### src/rtl/caliptra_apb_initiator_pkg.sv
// Shared types and widths for the Caliptra APB initiator.
package caliptra_apb_initiator_pkg;

    localparam int unsigned CALIPTRA_APB_ADDR_WIDTH = 32;
    localparam int unsigned CALIPTRA_APB_DATA_WIDTH = 32;
    localparam int unsigned CALIPTRA_APB_USER_WIDTH = 32;

    typedef enum logic [1:0] {
        IDLE   = 2'd0,
        SETUP  = 2'd1,
        ACCESS = 2'd2,
        RESP   = 2'd3
    } apb_init_state_e;

    // Response payload; rdata is sized for the widest supported DATA_W.
    typedef struct packed {
        logic [CALIPTRA_APB_DATA_WIDTH-1:0] rdata;
        logic                               err;
        logic                               timeout;
    } apb_init_rsp_t;

    // Watchdog counter width; a disabled watchdog still needs one bit.
    function automatic int unsigned wdog_cnt_w(input int unsigned timeout_cycles);
        return (timeout_cycles == 0) ? 1 : $clog2(timeout_cycles + 1);
    endfunction

endpackage

### src/rtl/caliptra_apb_initiator_if.sv
// Command/response channels plus the APB3 request/completion signals of the initiator.
interface caliptra_apb_initiator_if
    import caliptra_apb_initiator_pkg::*;
#(
    parameter int unsigned ADDR_W = CALIPTRA_APB_ADDR_WIDTH,
    parameter int unsigned DATA_W = CALIPTRA_APB_DATA_WIDTH,
    parameter int unsigned USER_W = CALIPTRA_APB_USER_WIDTH
);
    // Command channel
    logic              cmd_valid;
    logic              cmd_ready;
    logic              cmd_write;
    logic [ADDR_W-1:0] cmd_addr;
    logic [DATA_W-1:0] cmd_wdata;
    logic [USER_W-1:0] cmd_user;
    logic [2:0]        cmd_prot;
    // Response channel
    logic              rsp_valid;
    logic              rsp_ready;
    logic [DATA_W-1:0] rsp_rdata;
    logic              rsp_err;
    logic              rsp_timeout;
    logic              busy;
    // APB request
    logic [ADDR_W-1:0] PADDR;
    logic              PWRITE;
    logic [DATA_W-1:0] PWDATA;
    logic [USER_W-1:0] PAUSER;
    logic [2:0]        PPROT;
    logic              PSEL;
    logic              PENABLE;
    // APB completion
    logic [DATA_W-1:0] PRDATA;
    logic              PREADY;
    logic              PSLVERR;

    // Initiator side
    modport master (
        input  cmd_valid, cmd_write, cmd_addr, cmd_wdata, cmd_user, cmd_prot, rsp_ready,
        input  PRDATA, PREADY, PSLVERR,
        output cmd_ready, rsp_valid, rsp_rdata, rsp_err, rsp_timeout, busy,
        output PADDR, PWRITE, PWDATA, PAUSER, PPROT, PSEL, PENABLE
    );

    // Host and APB target side
    modport slave (
        output cmd_valid, cmd_write, cmd_addr, cmd_wdata, cmd_user, cmd_prot, rsp_ready,
        output PRDATA, PREADY, PSLVERR,
        input  cmd_ready, rsp_valid, rsp_rdata, rsp_err, rsp_timeout, busy,
        input  PADDR, PWRITE, PWDATA, PAUSER, PPROT, PSEL, PENABLE
    );

endinterface

### src/rtl/caliptra_apb_watchdog.sv
// Saturating ACCESS-phase wait counter; flags the cycle on which the limit is reached.
module caliptra_apb_watchdog
    import caliptra_apb_initiator_pkg::*;
#(
    parameter int unsigned TIMEOUT_CYCLES = 1024
) (
    input  logic clk_i,
    input  logic rst_i,
    input  logic load_i,    // clear at the start of a transfer
    input  logic count_i,   // one stalled ACCESS cycle
    output logic expired_o  // this stalled cycle is the TIMEOUT_CYCLES-th one
);
    localparam int unsigned     CntW    = wdog_cnt_w(TIMEOUT_CYCLES);
    localparam logic [CntW-1:0] CntMax  = CntW'(TIMEOUT_CYCLES);
    localparam logic [CntW-1:0] CntLast = CntW'((TIMEOUT_CYCLES == 0) ? 0 : TIMEOUT_CYCLES - 1);

    logic [CntW-1:0] cnt_q, cnt_d;

    // Clear on load, otherwise count stalled cycles up to the limit and hold there.
    always_comb begin
        cnt_d = cnt_q;
        if (load_i) begin
            cnt_d = '0;
        end else if (count_i && (cnt_q != CntMax)) begin
            cnt_d = cnt_q + CntW'(1);
        end
    end

    // Counter state.
    always_ff @(posedge clk_i or posedge rst_i) begin
        if (rst_i) begin
            cnt_q <= '0;
        end else begin
            cnt_q <= cnt_d;
        end
    end

    // Expiry is combinational so the initiator can abort in the same cycle.
    assign expired_o = (TIMEOUT_CYCLES != 0) && count_i && (cnt_q == CntLast);

endmodule

### src/rtl/caliptra_apb_initiator.sv
// APB3 requester for the Caliptra SoC APB port: one command at a time, registered APB
// request, response held until consumed, watchdog abort on a hung PREADY.
module caliptra_apb_initiator
    import caliptra_apb_initiator_pkg::*;
#(
    parameter int unsigned ADDR_W         = CALIPTRA_APB_ADDR_WIDTH,
    parameter int unsigned DATA_W         = CALIPTRA_APB_DATA_WIDTH,
    parameter int unsigned USER_W         = CALIPTRA_APB_USER_WIDTH,
    parameter int unsigned TIMEOUT_CYCLES = 1024
) (
    input logic                    core_clk,
    input logic                    core_rst,
    caliptra_apb_initiator_if.master bus
);
    localparam logic [1:0] ST_IDLE   = IDLE;
    localparam logic [1:0] ST_SETUP  = SETUP;
    localparam logic [1:0] ST_ACCESS = ACCESS;
    localparam logic [1:0] ST_RESP   = RESP;

    logic [1:0]        state_q, state_d;
    logic              psel_q, psel_d;
    logic              penable_q, penable_d;
    logic [ADDR_W-1:0] paddr_q, paddr_d;
    logic              pwrite_q, pwrite_d;
    logic [DATA_W-1:0] pwdata_q, pwdata_d;
    logic [USER_W-1:0] pauser_q, pauser_d;
    logic [2:0]        pprot_q, pprot_d;
    logic              rsp_valid_q, rsp_valid_d;
    apb_init_rsp_t     rsp_q, rsp_d;

    logic wd_load, wd_count, wd_expired;

    caliptra_apb_watchdog #(
        .TIMEOUT_CYCLES (TIMEOUT_CYCLES)
    ) u_watchdog (
        .clk_i     (core_clk),
        .rst_i     (core_rst),
        .load_i    (wd_load),
        .count_i   (wd_count),
        .expired_o (wd_expired)
    );

    // Transfer sequencing: latch on accept, SETUP, ACCESS until ready/timeout, hold response.
    always_comb begin
        state_d     = state_q;
        psel_d      = psel_q;
        penable_d   = penable_q;
        paddr_d     = paddr_q;
        pwrite_d    = pwrite_q;
        pwdata_d    = pwdata_q;
        pauser_d    = pauser_q;
        pprot_d     = pprot_q;
        rsp_valid_d = rsp_valid_q;
        rsp_d       = rsp_q;
        wd_load     = 1'b0;
        wd_count    = 1'b0;

        unique case (state_q)
            ST_IDLE: begin
                if (bus.cmd_valid) begin
                    paddr_d  = bus.cmd_addr;
                    pwrite_d = bus.cmd_write;
                    pwdata_d = bus.cmd_wdata;
                    pauser_d = bus.cmd_user;
                    pprot_d  = bus.cmd_prot;
                    psel_d   = 1'b1;
                    wd_load  = 1'b1;
                    state_d  = ST_SETUP;
                end
            end
            ST_SETUP: begin
                penable_d = 1'b1;
                state_d   = ST_ACCESS;
            end
            ST_ACCESS: begin
                // Completion is checked first so PREADY on the expiry cycle still wins.
                if (bus.PREADY) begin
                    psel_d        = 1'b0;
                    penable_d     = 1'b0;
                    rsp_valid_d   = 1'b1;
                    rsp_d.rdata   = pwrite_q ? '0 : CALIPTRA_APB_DATA_WIDTH'(bus.PRDATA);
                    rsp_d.err     = bus.PSLVERR;
                    rsp_d.timeout = 1'b0;
                    state_d       = ST_RESP;
                end else begin
                    wd_count = 1'b1;
                    if (wd_expired) begin
                        psel_d        = 1'b0;
                        penable_d     = 1'b0;
                        rsp_valid_d   = 1'b1;
                        rsp_d.rdata   = '0;
                        rsp_d.err     = 1'b1;
                        rsp_d.timeout = 1'b1;
                        state_d       = ST_RESP;
                    end
                end
            end
            ST_RESP: begin
                if (bus.rsp_ready) begin
                    rsp_valid_d = 1'b0;
                    rsp_d       = '0;
                    state_d     = ST_IDLE;
                end
            end
            default: begin
                state_d = ST_IDLE;
            end
        endcase
    end

    // All state and APB request outputs; reset drops any in-flight transfer immediately.
    always_ff @(posedge core_clk or posedge core_rst) begin
        if (core_rst) begin
            state_q     <= ST_IDLE;
            psel_q      <= 1'b0;
            penable_q   <= 1'b0;
            paddr_q     <= '0;
            pwrite_q    <= 1'b0;
            pwdata_q    <= '0;
            pauser_q    <= '0;
            pprot_q     <= '0;
            rsp_valid_q <= 1'b0;
            rsp_q       <= '0;
        end else begin
            state_q     <= state_d;
            psel_q      <= psel_d;
            penable_q   <= penable_d;
            paddr_q     <= paddr_d;
            pwrite_q    <= pwrite_d;
            pwdata_q    <= pwdata_d;
            pauser_q    <= pauser_d;
            pprot_q     <= pprot_d;
            rsp_valid_q <= rsp_valid_d;
            rsp_q       <= rsp_d;
        end
    end

    // cmd_ready is gated by reset so every output reads 0 while reset is held.
    assign bus.cmd_ready   = (state_q == ST_IDLE) && !core_rst;
    assign bus.busy        = (state_q != ST_IDLE);
    assign bus.rsp_valid   = rsp_valid_q;
    assign bus.rsp_rdata   = DATA_W'(rsp_q.rdata);
    assign bus.rsp_err     = rsp_q.err;
    assign bus.rsp_timeout = rsp_q.timeout;
    assign bus.PADDR       = paddr_q;
    assign bus.PWRITE      = pwrite_q;
    assign bus.PWDATA      = pwdata_q;
    assign bus.PAUSER      = pauser_q;
    assign bus.PPROT       = pprot_q;
    assign bus.PSEL        = psel_q;
    assign bus.PENABLE     = penable_q;

    a_penable_psel: assert property (@(posedge core_clk) disable iff (core_rst)
        bus.PENABLE |-> bus.PSEL);

    a_req_stable: assert property (@(posedge core_clk) disable iff (core_rst)
        (bus.PSEL && !(bus.PENABLE && bus.PREADY)) |=>
        ($stable(bus.PADDR) && $stable(bus.PWRITE) && $stable(bus.PWDATA) &&
         $stable(bus.PAUSER) && $stable(bus.PPROT)));

    a_timeout_err: assert property (@(posedge core_clk) disable iff (core_rst)
        bus.rsp_timeout |-> bus.rsp_err);

endmodule

### src/flat_wrapper.sv
// flat-port wrapper written by rule: the top's interface ports become plain ports
module caliptra_apb_initiator_flat import caliptra_apb_initiator_pkg::*;
#(
    parameter int unsigned ADDR_W         = CALIPTRA_APB_ADDR_WIDTH,
    parameter int unsigned DATA_W         = CALIPTRA_APB_DATA_WIDTH,
    parameter int unsigned USER_W         = CALIPTRA_APB_USER_WIDTH,
    parameter int unsigned TIMEOUT_CYCLES = 1024
)
  (core_clk, core_rst, bus_cmd_valid, bus_cmd_write, bus_cmd_addr, bus_cmd_wdata, bus_cmd_user, bus_cmd_prot, bus_rsp_ready, bus_PRDATA, bus_PREADY, bus_PSLVERR, bus_cmd_ready, bus_rsp_valid, bus_rsp_rdata, bus_rsp_err, bus_rsp_timeout, bus_busy, bus_PADDR, bus_PWRITE, bus_PWDATA, bus_PAUSER, bus_PPROT, bus_PSEL, bus_PENABLE);
  caliptra_apb_initiator_if #(.ADDR_W(ADDR_W), .DATA_W(DATA_W), .USER_W(USER_W)) bus_i ();
  input logic core_clk;
  input logic core_rst;
  input wire logic [$bits(bus_i.cmd_valid)-1:0] bus_cmd_valid;
  input wire logic [$bits(bus_i.cmd_write)-1:0] bus_cmd_write;
  input wire logic [$bits(bus_i.cmd_addr)-1:0] bus_cmd_addr;
  input wire logic [$bits(bus_i.cmd_wdata)-1:0] bus_cmd_wdata;
  input wire logic [$bits(bus_i.cmd_user)-1:0] bus_cmd_user;
  input wire logic [$bits(bus_i.cmd_prot)-1:0] bus_cmd_prot;
  input wire logic [$bits(bus_i.rsp_ready)-1:0] bus_rsp_ready;
  input wire logic [$bits(bus_i.PRDATA)-1:0] bus_PRDATA;
  input wire logic [$bits(bus_i.PREADY)-1:0] bus_PREADY;
  input wire logic [$bits(bus_i.PSLVERR)-1:0] bus_PSLVERR;
  output wire logic [$bits(bus_i.cmd_ready)-1:0] bus_cmd_ready;
  output wire logic [$bits(bus_i.rsp_valid)-1:0] bus_rsp_valid;
  output wire logic [$bits(bus_i.rsp_rdata)-1:0] bus_rsp_rdata;
  output wire logic [$bits(bus_i.rsp_err)-1:0] bus_rsp_err;
  output wire logic [$bits(bus_i.rsp_timeout)-1:0] bus_rsp_timeout;
  output wire logic [$bits(bus_i.busy)-1:0] bus_busy;
  output wire logic [$bits(bus_i.PADDR)-1:0] bus_PADDR;
  output wire logic [$bits(bus_i.PWRITE)-1:0] bus_PWRITE;
  output wire logic [$bits(bus_i.PWDATA)-1:0] bus_PWDATA;
  output wire logic [$bits(bus_i.PAUSER)-1:0] bus_PAUSER;
  output wire logic [$bits(bus_i.PPROT)-1:0] bus_PPROT;
  output wire logic [$bits(bus_i.PSEL)-1:0] bus_PSEL;
  output wire logic [$bits(bus_i.PENABLE)-1:0] bus_PENABLE;
  assign bus_i.cmd_valid = bus_cmd_valid;
  assign bus_i.cmd_write = bus_cmd_write;
  assign bus_i.cmd_addr = bus_cmd_addr;
  assign bus_i.cmd_wdata = bus_cmd_wdata;
  assign bus_i.cmd_user = bus_cmd_user;
  assign bus_i.cmd_prot = bus_cmd_prot;
  assign bus_i.rsp_ready = bus_rsp_ready;
  assign bus_i.PRDATA = bus_PRDATA;
  assign bus_i.PREADY = bus_PREADY;
  assign bus_i.PSLVERR = bus_PSLVERR;
  assign bus_cmd_ready = bus_i.cmd_ready;
  assign bus_rsp_valid = bus_i.rsp_valid;
  assign bus_rsp_rdata = bus_i.rsp_rdata;
  assign bus_rsp_err = bus_i.rsp_err;
  assign bus_rsp_timeout = bus_i.rsp_timeout;
  assign bus_busy = bus_i.busy;
  assign bus_PADDR = bus_i.PADDR;
  assign bus_PWRITE = bus_i.PWRITE;
  assign bus_PWDATA = bus_i.PWDATA;
  assign bus_PAUSER = bus_i.PAUSER;
  assign bus_PPROT = bus_i.PPROT;
  assign bus_PSEL = bus_i.PSEL;
  assign bus_PENABLE = bus_i.PENABLE;
  caliptra_apb_initiator #(.ADDR_W(ADDR_W), .DATA_W(DATA_W), .USER_W(USER_W), .TIMEOUT_CYCLES(TIMEOUT_CYCLES)) u_core (.core_clk(core_clk), .core_rst(core_rst), .bus(bus_i));
endmodule
### config.mk
export PLATFORM = sky130hd
export DESIGN_NAME = caliptra_apb_initiator_flat
export DESIGN_NICKNAME = d
export VERILOG_FILES = /design/src/rtl/caliptra_apb_initiator_pkg.sv /design/src/rtl/caliptra_apb_initiator_if.sv /design/src/rtl/caliptra_apb_watchdog.sv /design/src/rtl/caliptra_apb_initiator.sv /design/src/flat_wrapper.sv
export SDC_FILE = /design/constraint.sdc
export NUM_CORES = 1
export LEC_CHECK = 0
export CAP_MARGIN = 20
export CORE_MARGIN = 1.5
export CORE_UTILIZATION = 41
export DETAILED_ROUTE_END_ITERATION = 8
export MAX_ROUTING_LAYER = met4
export PLACE_DENSITY = 0.81
export SETUP_SLACK_MARGIN = 0.1
export SLEW_MARGIN = 30
export SYNTH_ARGS = -nofsm -noshare
export SYNTH_HDL_FRONTEND = slang
export SYNTH_SLANG_ARGS = --single-unit
### constraint.sdc
create_clock -name core_clk -period 6.04 [get_ports core_clk]
set_input_delay 1.208 -clock core_clk [delete_from_list [all_inputs] [get_ports core_clk]]
set_output_delay 1.208 -clock core_clk [all_outputs]
set_load 0.005 [all_outputs]
==> results, run 1 <==
- The signal on the critical path passes through clkdlybuf4s50_1 > nor2_1 > clkdlybuf4s50_1.
- The most used cell along the critical path is clkdlybuf4s50_1.
- Along the worst path, the maximum fanout reaches 2.
- The total nets after synthesis is between 500 and 600.
- The signal arrival time at the worst endpoint is around 2.4 ns.
- The half-perimeter wire length after detailed placement is 10700 um.
- The placed instances occupy a cell area of approximately 8700 um2.
- The ratio of final minimum period to clock period is roughly three fifths.
- The netlist uses 31 different library cells.
- The height of the die is approximately 120 um.
- The clock drives 150 sinks.
- The number of DRC violations after detailed routing is 0.
- The average instance in the mapped netlist occupies 15.3 um2.
- At the end of the flow, the number of nets in the layout was between 800 and 900.
- The number of antenna violations at the first check in global routing was 0.
- The register bit count reported by yosys is 150.
- By area the synthesized netlist is led by dfrtp_1 (64%), mux2_2 (17%), a22o_1 (5.0%).
- The initial detailed-routing violation count is ~160.
- The net switching share of the total power is 27.7%.
- The floorplan row count is 43.
- The run finished with clean final reports.
- In the layout the commonest cells are clkdlybuf4s50_1 (276), dfrtp_1 (150), mux2_2 (89), a22o_1 (33), clkbuf_16 (17).
- The clock latency on the worst-skew pair is 0.41 ns.
- The floorplan core area is ~14000 um2.
- The layout overhead on the synthesized area is 61.0%.
- Buffers placed on the I/O ports in this run total between 200 and 300.
- Of the total power, combinational logic draws between 40% and 50%.
- The die outline area is between 10000 and 15000 um2.
- The H-tree generated during clock tree synthesis spans 4 levels.
- The transition time of the tightest slew-check pin is ~0.74 ns.
- TritonCTS built the clock tree.
- The count of pins over their slew limit came to 0.
- The launching point of the worst reg2reg path is u_core.state_q[0].
- The mean number of vias per cell is 4.97.
- The internal portion of the total power is between 0.003 and 0.004 W.
- The weighted congestion at the end of routability-driven global placement is a little under 0.8.
- Once detail routing completed, the nets flagged for antenna violations numbered 0.
- The cell with the largest stage delay on the worst path is clkdlybuf4s50_1.
- The total setup violations reported at the end of the flow is 0.
- The maximum count of clock buffers along a single path is 2.
- The number of top-level design ports is roughly 280.
- The number of endpoints with negative hold slack in the final report is 0.
- The first global-routing pass estimated roughly 23000 um of wire.
- STA classifies the critical path startpoint as an input pin.
- The worst vdd rail ir drop is ~0.28 mV.
- The count of max-cap constraint violations is 0.
- The tree is rooted in a clkbuf_16.
- In this run the tightest slew margin relative to its limit is around half.
- The largest stage delay on the critical path is ~0.52 ns.
- In the final timing run, aggregate negative setup slack is 0 ns.
- Summing all multi-input logic gate instances after layout gives about 1900 um2.
- For this run, the total global-route usage over all layers was measured as roughly 21%.
- The iteration count of the initial detailed-routing pass is 4.
- The buffers inserted during post-CTS setup optimization is 0.
- Registers are responsible for around 36% of the overall power.
- The part of the total power dissipated in the clock network is between 20% and 30%.
- Clock-pin slew was measured on the worst setup and hold paths at roughly 0.060 ns.
- The path type of the worst min-delay path is flop to flop.
- The global-route congestion overflow total is 0.
- The commonest non-fill, non-tap cell in the layout is clkdlybuf4s50_1.
- The number of inserted diodes is 0.
- The number of clock buffers inserted by TritonCTS is 17.
- The startpoint of the most critical hold path is u_core.bus.PADDR[22].
- The horizontal die dimension is 122 um.
- Summed over all instances, the cell type with the most area after synthesis is dfrtp_1.
- The nature of the critical path endpoint is an output port.
- The number of global-route vias before repair is approximately 4.6k.
- The final cell area excluding filler cells is around 9400 um2.
- The hold-fix buffer count after cts is 0.
- The fraction of layout cells with a size suffix above 1 is between 10% and 20%.
- The final layout contains routed wiring with a total length of roughly 15000 um.
- The critical path required time is approximately 4.8 ns.
- The setup skew after layout is 0.00978 ns.
- The via count of the routed design is between 4k and 5k.
- The top cell type's share of synthesized area is about 64%.
- The warning count from the yosys run is 0.
- In the final layout, flip-flops and latches occupy approximately 3800 um2.
- The count of filler cells inserted in the layout is roughly 970.
- In the synthesized netlist, the number of instances is roughly 380.
- The starting density of the core is about 42%.
- For this design the static power due to leakage is 3.98 nW.
- The startpoint of the worst setup timing path is core_rst.
- Setup repair after global routing left no endpoint under its margin.
- The net switching component of the power is 0.00133 W.
- Dividing total power by cell area gives a power density of roughly 510 nW/um2.
- The pin count of the biggest net entering global routing is about 110.
- The average routed wire per standard cell is 17.8 um.
- The worst path needs around 3.6 ns of the cycle, external delays included.
- The number of gates resized after CTS was 0.
- The reg2reg setup slack is ~3.4 ns.
- Timing would allow up to 280 MHz.
- The post-synthesis instance area is roughly 6000 um2.
- The post-synthesis sequential area ratio is 64.3%.
- The startpoint-to-endpoint class of the critical path is input pin to output port.
cell type report:
| cell class | count | area share (%) |
|---|---|---|
| clock buffers | 20 | 4.75 |
| clock inverters | 12 | 1.61 |
| inverters | 9 | 0.439 |
| multi-input cells | 204 | 20.7 |
| flip-flops and latches | 150 | 40.0 |
| well taps | 180 | 2.40 |
| repair buffers | 281 | 30.2 |
layer usage:
metal | share of wire (%) | track usage, % | up-vias
met5 | 0 | - | -
met2 | 48 | 33.1 | 193
met3 | 7.4 | 6.09 | 24
li1 | - | - | 1928
met1 | 42 | 24.3 | 2113
met4 | 2.3 | 8.94 | 0
worst max-delay path: cells and delay by family:
family | cells | cell delay [ns]
buf+inv | 2 | 1.03
simple gates | 1 | 0.13
cells in the mapped netlist, drive strengths merged:
library cell and count:
nor4 2, o2bb2ai 1, nand3b 1, dfrtp 150, a22o 33, buf 18, ha 6, o221ai 1
nand4 2, inv 9, and2 1, nor2 13, or3 1, mux2 104, xor2 7, a41oi 2
clkbuf 1, and4 2, nor3b 1, xnor2 1, nand2 5, a21oi 3, mux2i 2, nand2b 4
and4b 3, nand3 4, and3 1, o21ai 4
metrics by stage:
stage	cells	setup WS (ns)	hold slack (ns)	utilization, %	power (W)
after floorplan	382	0.796	0.483	-	0.00252
after global placement	822	2.49	0.468	63.0	0.00364
after detailed placement	822	2.42	0.480	63.0	0.00372
after CTS	854	2.49	0.493	67.3	0.00482
after global routing	856	2.43	0.512	67.7	0.00508
final	856	2.47	0.486	67.7	0.00480
cell families after synthesis:
logic type / Yosys count / synth area share [%]
mux: 106 / 20.4
fa+ha+maj: 6 / 1.29
compound gates: 44 / 6.45
simple gates: 40 / 3.84
flops: 150 / 64.3
xor+xnor: 8 / 1.20
buf+inv: 28 / 2.51
flip-flops by register name, indices dropped and copies added (netlist names), 2 cells and up:
register,count
u_core.state_q,2
u_core.bus.PPROT,3
u_core.bus.PAUSER,32
u_core.bus.PWDATA,32
u_core.bus.PADDR,32
u_core.bus.rsp_rdata,32
u_core.u_watchdog.cnt_q,11
worst paths after layout:
path / to / cells past startpoint
max in group asynchronous: u_core.bus.PADDR[30] / 3
hold reg to reg: u_core.bus.PADDR[22] / 1
setup reg to reg: u_core.bus.PPROT[1] / 6
min in group asynchronous: u_core.bus.PADDR[26] / 2
setup / recovery: bus_cmd_ready / 3
hold / removal: u_core.bus.PADDR[22] / 1
power groups by stage:
| stage | sequential [W] | combinational, W | clock [W] |
|---|---|---|---|
| global placement | 0.00173 | 0.00192 | 0 |
| global route | 0.00180 | 0.00214 | 0.00113 |
| detailed placement | 0.00176 | 0.00196 | 0 |
| floorplan | 0.00176 | 0.000760 | 0 |
| finish | 0.00174 | 0.00199 | 0.00107 |
| CTS | 0.00175 | 0.00198 | 0.00109 |
Power figures use the tool's default switching activity.
==> inputs of run 2 (changes only) <==
==> constraint.sdc (replaced) <==
create_clock -name core_clk -period 3.3 [get_ports core_clk]
set_input_delay 0.66 -clock core_clk [delete_from_list [all_inputs] [get_ports core_clk]]
set_output_delay 0.66 -clock core_clk [all_outputs]
set_load 0.005 [all_outputs]
==> run 2 against run 1 <==
Compared with the run above: sequential share of layout area barely moved; combinational power rose by 82%; hold slack got worse by 0.0039 ns; register-to-register slack got worse by 2.1 ns; first-iteration DRC count rose by 2.5%; power rose by 82%; sequential cell count did not move; non-clock buffer count rose by 2; utilization barely moved; final cell count rose by 0.23%; global-route usage rose by 0.93 points; via count rose by 1.0%; critical path type is now flop to output port; critical endpoint unchanged; largest power group unchanged; highest routed layer unchanged.
==> results, run 2 (synthesis results as in run 1) <==
- The number of global-route vias before repair came to around 4.6k.
- The post-CTS clock slew at the launch and capture registers of the worst setup and hold paths is ~0.06 ns.
- The die outline area is 15000 um2.
- The launching point of the worst reg2reg path is u_core.state_q[0].
- The initial detailed-routing violation count is roughly 160.
- The run finished with clean final reports.
- Derived from the worst setup path, the maximum achievable clock frequency is 404 MHz.
- The fraction of layout cells with a size suffix above 1 is around 19%.
- The commonest non-fill, non-tap cell in the layout is clkdlybuf4s50_1.
- Tracing the worst setup path back leads to its startpoint at u_core.state_q[0].
- The number of inserted diodes is 0.
- Port buffering added approximately 280 buffers.
- The average routed wire per standard cell is ~18 um.
- The layout overhead on the synthesized area is 60.9%.
- In the layout the commonest cells are clkdlybuf4s50_1 (276), dfrtp_1 (150), mux2_2 (89), a22o_1 (33), clkbuf_16 (17).
- Across the VDD grid, the largest voltage drop is 0.508 mV.
- Net switching is 27.5% of the power.
- The weighted congestion at the end of routability-driven global placement is ~0.8.
- The clock network accounts for 22.2% of the total power.
- The maximum count of clock buffers along a single path is 2.
- Across the run, the number of max-cap violations was 0.
- Hold timing on the final database bottoms out at a slack of roughly 0.48 ns.
- Once detail routing completed, the nets flagged for antenna violations numbered 0.
- The filler cells instantiated in the layout total a little under 1k.
- The first detailed-routing pass ran for 4 iterations.
- The number of cells on the worst hold path is 1.
- The pin count of the biggest net entering global routing is 71.
- The count of pins over their slew limit is 0.
- The number of clock buffers inserted by TritonCTS is 17.
- The setup skew after layout is 0.00824 ns.
- The internal power is 0.00634 W.
- Measured against its own limit, the worst slew margin works out to a little under two thirds.
- Row generation in the floorplan step produced 43 rows.
- The finished cells cover around 9400 um2.
- TritonCTS built the clock tree.
- STA classifies the critical path startpoint as a flop.
- The nature of the critical path endpoint is an output port.
- STA puts the critical path data required time at approximately 2.6 ns.
- The overall power of the completed layout is a little under 0.009 W.
- The final layout net count is approximately 810.
- The number of cells after detailed placement is between 800 and 900.
- The part of the power in registers is between 30% and 40%.
- The net switching component of the power is 0.00240 W.
- Combinational logic is responsible for between 40 and 50% of the overall power.
- The horizontal die dimension is 122 um.
- Post-CTS repair changed the size of 0 cells.
- The number of endpoints with negative hold slack in the final report came to 0.
- Power spread over the standard cell area amounts to 930 nW/um2.
- The number of cells on the worst reg-to-reg path is 6.
- The starting density of the core is between 40% and 50%.
- After detailed routing, the number of vias per cell comes to ~5.
- At the later pin of the worst-skew pair, clock insertion delay measures ~0.42 ns.
- The capture point of the worst reg-to-reg path is u_core.bus.rsp_rdata[5].
- After detailed routing, the number of remaining DRC violations is 0.
- The final non-filler cell total is about 860.
- Across all register-to-register paths, the minimum setup slack is approximately 1.3 ns.
- The first global-routing pass estimated roughly 24000 um of wire.
- The number of antenna violations at the first check in global routing is 0.
- Measured along the y axis, the die boundary spans around 120 um.
- The final critical path time including I/O delays and setup is between 2 and 2.5 ns.
- The global-route congestion overflow total is 0.
- After clock tree synthesis, the setup repair step added 0 buffers.
- The transition time of the tightest slew-check pin is about 0.54 ns.
- The number of top-level design ports is between 200 and 300.
- The aggregate negative setup slack is 0 ns.
- The most used cell along the critical path is inv_1.
- The total setup violations reported at the end of the flow is 0.
- In this run the worst path has a maximum fanout of 4.
- The total wire length after detailed routing is approximately 16000 um.
- Setup repair after global routing left no endpoint under its margin.
- The largest single stage delay on the critical path is approximately 0.51 ns.
- The termination of the worst setup path is bus_cmd_ready.
- The signal arrival time at the worst endpoint is between 1.5 and 2 ns.
- The cell area after placement is slightly below 9000 um2.
- The depth of the CTS H-tree is 4.
- The analysis attributes to cell leakage a power of roughly 4.0 nW.
- In the global route stage, overall resource usage came out at 21.6%.
- Walking the worst path, the cells encountered are inv_1 > ha_1 > inv_1 > nor2_1 > clkdlybuf4s50_1.
- The root buffer cell chosen for the clock tree is clkbuf_16.
- Detailed placement ended at an HPWL of ~12000 um.
- The hold-fix buffer count after cts is 0.
- The ratio of final minimum period to clock period is between 70% and 80%.
- The startpoint-to-endpoint class of the critical path is flop to output port.
- The path type of the worst min-delay path is flop to flop.
- The cell with the largest stage delay on the worst path is clkdlybuf4s50_1.
- The number of clock sinks is 150.
- The via count of the routed design is ~4.3k.
- After floorplanning, the core was sized to cover around 14000 um2.
-- run 2: changes by cell type in the layout (fill, tap and decap cells not counted), sizes merged --
cell / change
buf: +2
clkbuf: +3
clkinv: -2
clkinvlp: +1
inv: -2
-- run 2: layout make-up --
cell class | instances | area (um2) | share of cell area [%]
Inverter | 9 | 37.5 | 0.400
Multi-Input combinational cell | 204 | 1940 | 20.7
Sequential cell | 150 | 3750 | 40.0
Tap cell | 180 | 225 | 2.40
Clock inverter | 9 | 125 | 1.33
Clock buffer | 23 | 468 | 4.98
Timing Repair Buffer | 283 | 2840 | 30.2
-- run 2: layer usage --
metal  global-route usage (%)  part of all wire, %  wire (um)  vias to the layer above
met5                        -                    0          0                        -
li1                         -                    -          -                     1934
met3                     7.25                  8.5       1340                       36
met4                     11.3                  3.9        604                        0
met2                     35.7                   50       7800                      215
met1                     23.1                   38       5930                     2117
-- run 2: power groups by stage --
stage / Combinational [W] / Sequential, W / Clock (W)
5_1_grt: 0.00390 / 0.00329 / 0.00208
2_1_floorplan: 0.00139 / 0.00323 / 0
4_1_cts: 0.00368 / 0.00319 / 0.00198
3_5_place_dp: 0.00365 / 0.00321 / 0
3_3_place_gp: 0.00356 / 0.00316 / 0
6_report: 0.00362 / 0.00317 / 0.00194
-- run 2: worst min-delay path by stage --
stage	from	to	slack, ns
finish	u_core.bus.PWDATA[26]	u_core.bus.PWDATA[26]	0.48
global route	u_core.bus.PWDATA[23]	u_core.bus.PWDATA[23]	0.51
CTS	u_core.bus.PWDATA[26]	u_core.bus.PWDATA[26]	0.49
detailed placement	u_core.bus.PWDATA[26]	u_core.bus.PWDATA[26]	0.47
global placement	u_core.bus.PWDATA[21]	u_core.bus.PWDATA[21]	0.47
floorplan	u_core.bus.PADDR[15]	u_core.bus.PADDR[15]	0.48
-- run 2: metrics by stage --
step | util [%] | setup slack, ns
floorplan | - | 0.751
global placement | 63.4 | 0.837
detailed placement | 63.4 | 0.860
CTS | 67.7 | 0.796
global route | 67.7 | 0.724
finish | 67.7 | 0.822
-- run 2: worst max-delay path, delay by kind of cell (launching register included) --
kind	cells	cell delay [ns]
and+or+nand+nor	1	0.10
buffers and inverters	3	0.71
DFF	1	0.38
adders and majority gates	1	0.21
==> inputs of run 3 (changes only) <==
--- a/config.mk
+++ b/config.mk
@@ -7,10 +7,10 @@
 export LEC_CHECK = 0
 export CAP_MARGIN = 20
 export CORE_MARGIN = 1.5
-export CORE_UTILIZATION = 41
+export CORE_UTILIZATION = 37
 export DETAILED_ROUTE_END_ITERATION = 8
 export MAX_ROUTING_LAYER = met4
-export PLACE_DENSITY = 0.81
+export PLACE_DENSITY = 0.78
 export SETUP_SLACK_MARGIN = 0.1
 export SLEW_MARGIN = 30
 export SYNTH_ARGS = -nofsm -noshare
==> constraint.sdc (replaced) <==
create_clock -name core_clk -period 2.15 [get_ports core_clk]
set_input_delay 0.43 -clock core_clk [delete_from_list [all_inputs] [get_ports core_clk]]
set_output_delay 0.43 -clock core_clk [all_outputs]
set_load 0.005 [all_outputs]
==> run 3 against run 2 <==
Compared with the run above: utilization shrank 5.7 points; combinational power grew 56%; first-iteration DRC count is 14% lower.
==> results, run 3 (synthesis results as in run 1) <==
- The layout overhead on the synthesized area is 62.5%.
- The total wire length after detailed routing is between 10000 and 15000 um.
- For the worst flop-to-flop path, the logic depth is 7.
- The CTS tree is built.
- STA classifies the critical path endpoint as a flop.
- The critical path required time is approximately 2.5 ns.
- The critical path ends at u_core.bus.rsp_rdata[0].
- In the layout the commonest cells are clkdlybuf4s50_1 (274), dfrtp_1 (150), mux2_2 (89), a22o_1 (33), clkbuf_16 (17).
- For flop-to-flop paths, the worst setup slack is roughly 0.25 ns.
- The maximum count of clock buffers along a single path is 2.
- The number of top-level design ports is around 280.
- Clock skew on the completed layout was measured at 0.00893 ns.
- The starting density of the core is a little under two fifths.
- The most critical setup path has its startpoint at u_core.state_q[0].
- The overall power of the completed layout is 0.0133 W.
- In this run the critical register-to-register path is launched from u_core.state_q[0].
- The first-pass GRT wire length is ~23000 um.
- After the first detailed-routing iteration, the DRC count stood at between 100 and 150.
- The startpoint class of the critical path is a flop.
- The number of global-route vias before repair is roughly 4.5k.
- The number of clock buffers inserted by TritonCTS is 17.
- The relative max-transition margin is 66.4%.
- The iteration count of the initial detailed-routing pass is 4.
- The floorplan row count is 45.
- Summed over all layers, the global routing overflow is 0.
- Dividing the detail-routed wire length by the instance count gives approximately 17 um.
- The run finished with clean final reports.
- In this run the static leakage power is between 3 and 4 nW.
- Across the VDD grid, the largest voltage drop is about 0.57 mV.
- The number of buffer cells added on primary ports is between 200 and 300.
- The final layout net count is 811.
- In this run the clock root is driven by a clkbuf_16.
- The worst path uses about nine tenths of the clock period.
- Routability-driven placement finished with a final weighted congestion of 0.769.
- At the pin with the least slew margin, the transition time is between 0.4 and 0.5 ns.
- The mean number of vias per cell is approximately 4.7.
- Dividing total power by cell area gives a power density of approximately 1400 nW/um2.
- Of the cells placed in the final design, the portion with a size suffix greater than 1 is roughly a fifth.
- Once detail routing completed, the nets flagged for antenna violations numbered 0.
- The number of endpoints with negative hold slack in the final report is 0.
- The post-place setup slack is roughly 0.18 ns.
- The number of antenna violations at the first check in global routing is 0.
- The die is roughly 130 um wide.
- For the worst setup path, the data arrival time is roughly 2.3 ns.
- The routed layout has around 4.2k vias.
- The count of pins over their slew limit is 0.
- In this run the number of H-tree levels came out at 4.
- The clock reaches the later pin of the worst-skew pair after roughly 0.42 ns.
- The aggregate negative setup slack is 0 ns.
- The half-perimeter wire length after detailed placement is around 11000 um.
- The pin count of the biggest net entering global routing is 80.
- The count of max-cap constraint violations is 0.
- The library cell used most frequently in the layout, excluding fill and tap cells, is clkdlybuf4s50_1.
- The routed design could run at a clock period as short as ~1.9 ns.
- The height of the die is between 100 and 150 um.
- The total setup violations reported at the end of the flow is 0.
- Along the worst path, the maximum fanout reaches 32.
- The number of DRC violations after detailed routing is 0.
- CTS saw 150 sinks.
- The post-layout worst setup margin is 0.254 ns.
- The aggregate global-route resource usage is between 10% and 20%.
- The capture point of the worst reg-to-reg path is u_core.bus.rsp_rdata[0].
- The die outline area is 16500 um2.
- The critical path is of the flop to flop type.
- After clock tree synthesis, the clock-pin slew on the worst setup and hold paths is 0.06 ns.
- 0 antenna diodes ended up in the layout.
- The floorplan core area is about 15000 um2.
- Setup repair after global routing left no endpoint under its margin.
- The tightest min-delay check is of the flop to flop type.
- Fill cells in the final layout number about 1.2k.
- Static timing analysis puts the maximum clock frequency at between 500 and 600 MHz.
-- run 3: changes by cell type in the layout (fill, tap and decap cells not counted), moves of 2 or more --
cell	previous run	this run
buf_12	2	6
buf_4	5	3
clkbuf_1	4	2
clkbuf_8	2	0
clkdlybuf4s50_1	276	274
clkinv_2	4	7
dlygate4sd2_1	0	2
inv_1	8	6
inv_2	0	2
inv_6	0	2
-- run 3: worst min-delay path by stage --
stage | start | to | slack [ns] | depth (start not counted)
after floorplan | u_core.bus.PADDR[15] | u_core.bus.PADDR[15] | 0.48 | 1
after global placement | u_core.bus.PWDATA[23] | u_core.bus.PWDATA[23] | 0.47 | 1
after detailed placement | u_core.bus.PADDR[22] | u_core.bus.PADDR[22] | 0.48 | 1
after CTS | u_core.bus.PADDR[22] | u_core.bus.PADDR[22] | 0.49 | 1
after global routing | u_core.bus.PADDR[17] | u_core.bus.PADDR[17] | 0.51 | 1
final | u_core.bus.PADDR[22] | u_core.bus.PADDR[22] | 0.49 | 1
-- run 3: layer usage --
layer / GRT usage (%) / vias to the layer above / share of wire, %
li1: - / 1945 / -
met1: 22.2 / 2041 / 41
met2: 30.7 / 176 / 50
met3: 4.99 / 25 / 7.0
met4: 7.34 / 0 / 1.9
met5: - / - / 0
-- run 3: final cells by class --
type	count	area, um2	area share [%]
Sequential cell	150	3750	39.6
Inverter	9	37.5	0.396
Clock buffer	19	433	4.56
Timing Repair Buffer	285	2900	30.6
Tap cell	211	264	2.78
Clock inverter	13	129	1.36
Multi-Input combinational cell	204	1960	20.7
-- run 3: critical path, stage by stage (launching register included) --
cell and delay, ns:
dfrtp_1 0.39, inv_2 0.09, buf_4 0.12, ha_1 0.30, nand2b_1 0.23, o21ai_4 0.28
buf_12 0.22, a22o_1 0.18
-- run 3: what timing repair did --
action,CTS,global route
setup buffers,2,0
hold buffers,0,0
gates resized for setup,6,1
endpoints found under the hold margin,0,0
setup endpoints to repair,2,1
-- run 3: report_power, final --
group / internal, W / total (W) / switching, W
Combinational: 0.00379 / 0.00564 / 0.00185
Sequential: 0.00416 / 0.00486 / 0.000704
Clock: 0.00170 / 0.00284 / 0.00114
Total: 0.00964 / 0.0133 / 0.00370
-- run 3: through the flow --
step	area, um2	std cells	hold WS, ns	utilization, %
6_report	9480	891	0.489	61.9
5_1_grt	9480	891	0.509	61.9
4_1_cts	9480	891	0.492	61.9
3_5_place_dp	8890	857	0.478	58.0
3_3_place_gp	8890	857	0.467	58.0
2_1_floorplan	5840	382	0.483	-
